===== config.mk =====
export PLATFORM = sky130hd
export DESIGN_NAME = serial_word_adder
export DESIGN_NICKNAME = d
export VERILOG_FILES = /design/src/rtl/serial_word_adder.sv
export SDC_FILE = /design/constraint.sdc
export NUM_CORES = 1
export LEC_CHECK = 0
export ABC_CLOCK_PERIOD_IN_PS = 1900
export CELL_PAD_IN_SITES_DETAIL_PLACEMENT = 1
export CELL_PAD_IN_SITES_GLOBAL_PLACEMENT = 2
export CORE_MARGIN = 1
export CORE_UTILIZATION = 34
export DETAILED_ROUTE_END_ITERATION = 7
export PLACE_DENSITY_LB_ADDON = 0.1
export SYNTH_ARGS = -nofsm -noshare
export SYNTH_HDL_FRONTEND = slang
export SYNTH_SLANG_ARGS = --single-unit

===== constraint.sdc =====
create_clock -name clk -period 1.9 [get_ports clk]
set_clock_uncertainty 0.05 [all_clocks]
set_input_delay 0.57 -clock clk [delete_from_list [all_inputs] [get_ports clk]]
set_output_delay 0.57 -clock clk [all_outputs]
set_load 0.1 [all_outputs]

===== src/rtl/serial_word_adder.sv =====
`timescale 1ns/1ps
// serial_word_adder: bit-serial add/subtract of two WIDTH-bit words, LSB first,
// through one full-adder slice with a registered carry.
module serial_word_adder #(
  parameter int WIDTH = 8
) (
  input  logic             clk,
  input  logic             reset,
  input  logic             start,
  input  logic             sub,
  input  logic             cin,
  input  logic [WIDTH-1:0] a,
  input  logic [WIDTH-1:0] b,
  output logic             busy,
  output logic             s,
  output logic             s_valid,
  output logic             done,
  output logic [WIDTH-1:0] sum,
  output logic             cout,
  output logic             ovf
);

  localparam int CW = (WIDTH > 1) ? $clog2(WIDTH) : 1;
  localparam logic [CW-1:0] LAST = CW'(WIDTH - 1);

  typedef enum logic {IDLE, RUN} state_t;

  state_t           state;
  state_t           state_next;
  logic [CW-1:0]    cnt;
  logic [WIDTH-1:0] ra;
  logic [WIDTH-1:0] rb;
  logic [WIDTH-1:0] rs;
  logic             c;
  logic             bitv;
  logic             cnext;
  logic             accept;
  logic             last;

  always_comb begin
    bitv       = ra[0] ^ rb[0] ^ c;
    cnext      = (ra[0] & rb[0]) | (ra[0] & c) | (rb[0] & c);
    accept     = 1'b0;
    last       = 1'b0;
    state_next = state;
    case (state)
      IDLE: begin
        if (start) begin
          accept     = 1'b1;
          state_next = RUN;
        end
      end
      RUN: begin
        if (cnt == LAST) begin
          last       = 1'b1;
          state_next = IDLE;
        end
      end
      default: state_next = IDLE;
    endcase
  end

  always_ff @(posedge clk or negedge reset) begin
    if (!reset) begin
      state <= IDLE;
    end else begin
      state <= state_next;
    end
  end

  // Subtraction is a + ~b + ~borrow, so the slice itself never changes mode.
  always_ff @(posedge clk or negedge reset) begin
    if (!reset) begin
      cnt     <= '0;
      ra      <= '0;
      rb      <= '0;
      rs      <= '0;
      c       <= 1'b0;
      busy    <= 1'b0;
      s       <= 1'b0;
      s_valid <= 1'b0;
      done    <= 1'b0;
      sum     <= '0;
      cout    <= 1'b0;
      ovf     <= 1'b0;
    end else begin
      done    <= 1'b0;
      s_valid <= 1'b0;
      if (accept) begin
        ra   <= a;
        rb   <= sub ? ~b : b;
        c    <= sub ? ~cin : cin;
        cnt  <= '0;
        busy <= 1'b1;
      end else if (state == RUN) begin
        s       <= bitv;
        s_valid <= 1'b1;
        rs      <= {bitv, rs[WIDTH-1:1]};
        ra      <= ra >> 1;
        rb      <= rb >> 1;
        c       <= cnext;
        cnt     <= cnt + CW'(1);
        if (last) begin
          sum  <= {bitv, rs[WIDTH-1:1]};
          cout <= cnext;
          ovf  <= c ^ cnext;
          done <= 1'b1;
          busy <= 1'b0;
        end
      end
    end
  end

endmodule

==> run metrics, run 1 <==
run status=completed; postcts setup bufs=0; 1st-iter DRT viols=22; # IOs=35; Starting Density=0.355; gr usage total=0.151; #FFs+latches synth=41; final hold violations=0; minimum clock period=roughly 1.6 ns; row count=26; crit path capture type=register; min-delay worst type=in2async; Max-slew headroom=0.643; Syn Std Cell Area=between 1500 and 2000 µm²; GPL Wtd Cong=0.725; pwr dens=between 1500 and 2000 nW/µm²; Total Die Area=between 5000 and 6000 µm²; post-CTS sizing=0; Critical Path RT=2.06 ns; grt ovf=0; Fillers=~550; DRC viols=0; fraction of layout instances using a drive strength above 1=0.280; die height=around 75 µm; P_leak=1.12 nW; Syn Nets=~170; Diodes inserted=0; CTS Hold Buffers Added=0; Worst-path clk slew=about 0.080 ns; ys async rst share=1.00; Hold WS=between 0.2 and 0.25 ns; Startpoint Class=input port; Post-DP HPWL=2720 µm; vias per std cell=about 4.7; synthesized area per cell=between 10 and 15 µm²; number of iterations in the first detailed-routing pass=3; Clock Tree Buf Depth=2; largest net degree at the start of global routing=28; TritonCTS Sinks=41; clk_lat worst skew=just under 0.3 ns; Post-synth EDFFs=0; root buffer cell=clkbuf_8; CP Max Fanout=11; Post-Route WL=roughly 3700 µm; Sequential Area=between 1000 and 1500 µm²; max frequency=around 0.61 GHz; fin crit share=0.861; Die W=75.0 µm; I/O Buffers=34; Worst-Margin Slew=about 0.54 ns; max-slew violations=0; CTS Buf Count=5; H-tree lvl count=2; Cell variety after synth=25; CP Class=in2reg; ys flop type=dfrtp_1; Synth Warn #=0; # setup viols final=0; ANT nets after route=0; most frequent cells in the layout=dfrtp_1 (41), clkdlybuf4s50_1 (19), mux2_2 (17), buf_12 (14), nand2_1 (12); synth-to-layout area growth=37.1%; vias in the first global route=1343; commonest non-fill, non-tap cell in the layout=dfrtp_1; first-pass GRT wire length=around 6200 µm; peak supply drop=a little under 0.0009 V; net total in the final layout=roughly 210; CORE AREA=between 5000 and 6000 µm²; CTS tree=done; drt wl/cell=approximately 15 µm; worst path arrival time=1.80 ns; Placed Instance Area=approximately 2400 µm²; antenna violations before repair=0; RSZ-0062 raised after global routing=false; Post-Syn Instances=about 140; max-cap viol count=0; Final Cell Area=~2500 µm²; multi-input logic area=704 µm²; via count=approximately 1200; Final Util=0.486; Seq/Total Area, Yosys=0.566
[report_power, final]
part / internal, mW / switching [mW]
combinational: 0.997 / 1.42
sequential: 1.25 / 0.323
clock: 0.382 / 0.295
[synthesized netlist by cell type, types with 4 or more instances]
| cell type | n | share of area |
|---|---|---|
| dfrtp_1 | 41 | 0.57 |
| and2_0 | 4 | 0.014 |
| a221o_1 | 4 | 0.022 |
| nor2_1 | 4 | 0.0083 |
| buf_4 | 4 | 0.017 |
| xnor2_1 | 5 | 0.024 |
| xor2_1 | 5 | 0.024 |
| o21ai_0 | 9 | 0.025 |
| mux2_2 | 17 | 0.11 |
| nand2_1 | 12 | 0.025 |
| mux2i_1 | 8 | 0.044 |
| o211ai_1 | 4 | 0.017 |
[metrics by stage]
step	cells	setup TNS [ns]	setup slack (ns)	power, mW
finish	252	0	0.264	4.67
global route	252	0	0.174	4.91
CTS	252	0	0.245	4.73
detailed placement	245	-0.204	-0.0604	4.04
global placement	245	-0.0331	-0.0176	3.94
floorplan	141	0	0.363	3.13
[final timing paths]
kind,to,from,slack (ns),cells after the start
setup / recovery,rb[3]$_DFFE_PN0P_,start,0.26,4
max in group asynchronous,rs[1]$_DFFE_PN0P_,reset,1.05,2
setup reg to reg,cout$_DFFE_PN0P_,cnt[0]$_DFFE_PN0P_,0.26,5
min in group clk,ra[3]$_DFFE_PN0P_,ra[4]$_DFFE_PN0P_,0.45,2
hold / removal,s_valid$_DFF_PN0_,reset,0.20,1
hold reg to reg,ra[3]$_DFFE_PN0P_,ra[4]$_DFFE_PN0P_,0.45,2
[critical path: stages]
cell,delay [ns]
clkdlybuf4s50_1,0.52
buf_4,0.25
or3b_1,0.37
o211ai_1,0.10
[layout make-up]
| type | instances | area share |
|---|---|---|
| Inverter | 3 | 0.00453 |
| Clock inverter | 2 | 0.0141 |
| Timing Repair Buffer | 44 | 0.222 |
| Multi-Input combinational cell | 87 | 0.284 |
| Tap cell | 70 | 0.0353 |
| Clock buffer | 5 | 0.0277 |
| Sequential cell | 41 | 0.413 |
[sequential cells by signal, summed over array words and instances, names as in the netlist, 3 cells and up]
| signal | count |
|---|---|
| sum | 8 |
| rs | 6 |
| rb | 8 |
| cnt | 3 |
| ra | 8 |
[per-layer routing]
layer | part of all wire | up-vias | track usage | wire [µm]
li1 | - | 566 | - | -
met1 | 0.43 | 589 | 0.166 | 1580
met2 | 0.52 | 26 | 0.280 | 1910
met3 | 0.038 | 5 | 0.0402 | 141
met4 | 0.012 | 0 | 0.0503 | 43
met5 | 0 | - | 0 | 0
[cells by family (layout without fill, tap and decap cells)]
family / count (synthesis) / in the layout / share of synthesized area
fa+ha+maj: 4 / 4 / 0.0318
simple gates: 27 / 27 / 0.0780
compound gates: 21 / 21 / 0.0808
xor+xnor: 10 / 10 / 0.0483
flops: 41 / 41 / 0.566
buf+inv: 13 / 54 / 0.0449
mux: 25 / 25 / 0.150
No activity file was read; power rests on OpenSTA's default activity.
==> run 2: changes to the inputs <==
--- a/config.mk
+++ b/config.mk
@@ -9,8 +9,10 @@
 export CELL_PAD_IN_SITES_DETAIL_PLACEMENT = 1
 export CELL_PAD_IN_SITES_GLOBAL_PLACEMENT = 2
 export CORE_MARGIN = 1
-export CORE_UTILIZATION = 34
+export CORE_UTILIZATION = 41
 export DETAILED_ROUTE_END_ITERATION = 7
+export DONT_BUFFER_PORTS = 1
+export MAX_ROUTING_LAYER = met4
 export PLACE_DENSITY_LB_ADDON = 0.1
 export SYNTH_ARGS = -nofsm -noshare
 export SYNTH_HDL_FRONTEND = slang
==> run 2 against run 1 <==
  * Critical path depth unchanged
  * Non-clock buffer count fell by 28
  * Register-to-register slack got worse by 0.10 ns
  * Via count shrank 8.6%
  * Fmax is 5.9% lower
  * Worst setup slack got worse by 0.10 ns
  * Sequential cell count stayed put
  * Critical endpoint is now sum[0]$_DFFE_PN0P_
  * Highest routed layer unchanged
==> run metrics, run 2 (synthesis gave the netlist of run 1 again) <==
R2R Path Start=cnt[0]$_DFFE_PN0P_; run status=completed; I/O Buffers=0; drt wl/cell=16.4 µm; CP max stage delay=roughly 0.40 ns; TritonCTS Sinks=between 40 and 50; first-pass GRT wire length=about 5500 µm; CP Launch Point=cnt[0]$_DFFE_PN0P_; max-slew violations=0; via count=1084; R2R setup slack=~0.16 ns; CP max-delay cell=mux2_2; vias per std cell=around 5.3; H-tree lvl count=2; minimum clock period=between 1.5 and 2 ns; most frequent cells in the layout=dfrtp_1 (40), mux2_2 (17), buf_4 (15), nand2_1 (12), o21ai_0 (9); postcts setup bufs=0; vias in the first global route=about 1200; synth-to-layout area growth=14.4%; Startpoint Class=register; CP Class=reg2reg; met1 WL=between 1000 and 1500 µm; Clock Tree Buf Depth=2; Fillers=roughly 430; number of iterations in the first detailed-routing pass=3; DR WL met2=between 1500 and 2000 µm; net total in the final layout=about 180; max frequency=between 0.5 and 0.6 GHz; Worst-path clk slew=~0.080 ns; Critical Path End=sum[0]$_DFFE_PN0P_; Die W=just under 70 µm; fraction of layout instances using a drive strength above 1=0.284; final hold violations=0; Largest delay share family, worst path=adder cells; max-cap viol count=0; # IOs=35; # setup viols final=0; Post-Route WL=around 3400 µm; CORE AREA=slightly above 4000 µm²; gr usage total=0.173; min-delay worst type=in2async; CP cell instances=ha_1 > ha_1 > nand2_1 > mux2_2; DR top layer=met4; commonest non-fill, non-tap cell in the layout=dfrtp_1; Critical Path Most Common Cell=ha_1; met3 wire length=between 100 and 150 µm; largest registers=ra: 8 flops, rb: 8 flops, sum: 8 flops; CTS Buf Count=5; Worst-Margin Slew=around 0.5 ns; ANT nets after route=0; 1st-iter DRT viols=100; Critical Path RT=slightly above 2 ns; CTS tree=done; RSZ-0062 raised after global routing=false; Diodes inserted=0; CP Depth=4; Max-slew headroom=0.661; reg2reg path depth=4; antenna violations before repair=0; grt ovf=0; die height=68.5 µm; largest net degree at the start of global routing=42; CP Max Fanout=11; root buffer cell=clkbuf_8; GPL Wtd Cong=roughly 0.7; Post-DP HPWL=approximately 2300 µm; worst path arrival time=approximately 1.9 ns; Total Die Area=about 4700 µm²; clk_lat worst skew=just under 0.3 ns; DRC viols=0; CP bufs+invs=0; Starting Density=0.440; crit path capture type=register; row count=23; post-route setup TNS=0 ns; Worst R2R End=sum[0]$_DFFE_PN0P_; fin crit share=0.916
## run 2: changes by cell type in the layout (fill, tap and decap cells not counted)
| cell | previous run | this run |
|---|---|---|
| clkdlybuf4s50_1 | 19 | 0 |
| buf_12 | 14 | 1 |
| buf_4 | 10 | 15 |
| buf_2 | 1 | 0 |
| bufinv_16 | 1 | 2 |
| dfrtp_1 | 41 | 40 |
| dfrtp_2 | 0 | 1 |
## run 2: timing repair
action                                 CTS  global route
setup endpoints to repair                0             1
gates resized for setup                  0             1
endpoints found under the hold margin   41             0
hold buffers                             1             0
## run 2: through the flow
stage / hold WS (ns) / instance area (µm²) / utilization / std cells / setup WS [ns]
floorplan: 0.224 / 1810 / - / 141 / 0.363
global placement: 0.225 / 1920 / 0.466 / 196 / 0.223
detailed placement: 0.225 / 1920 / 0.466 / 196 / 0.128
CTS: 0.0612 / 2070 / 0.503 / 205 / 0.00324
global route: 0.0670 / 2070 / 0.503 / 205 / 0.0373
finish: 0.0607 / 2070 / 0.503 / 205 / 0.160
## run 2: final cells by class
class	instances	area, µm²	area share
tap	50	62.6	0.0302
multi-input combinational	87	704	0.340
clock inverter	3	65.1	0.0314
clock buffer	5	68.8	0.0332
sequential	41	1030	0.496
timing repair buffer	16	133	0.0640
inverter	3	11.3	0.00543
## run 2: worst min-delay path by stage
stage | from | end | slack, ns | cells after the start
2_1_floorplan | reset | busy$_DFFE_PN0P_ | 0.22 | 0
3_5_place_dp | reset | sum[7]$_DFFE_PN0P_ | 0.23 | 0
4_1_cts | reset | s$_DFFE_PN0P_ | 0.06 | 1
5_1_grt | reset | rs[4]$_DFFE_PN0P_ | 0.07 | 1
3_3_place_gp | reset | sum[7]$_DFFE_PN0P_ | 0.23 | 0
6_report | reset | sum[4]$_DFFE_PN0P_ | 0.06 | 1
## run 2: routing by layer
metal,GRT usage,vias up
li1,-,509
met1,0.193,543
met2,0.294,26
met3,0.0467,6
met4,0.0625,0
met5,-,-
Power of run 2 is left out: the tool's default activity adds up to more than one toggle a clock period on the data nets, which glitch-free logic cannot reach.
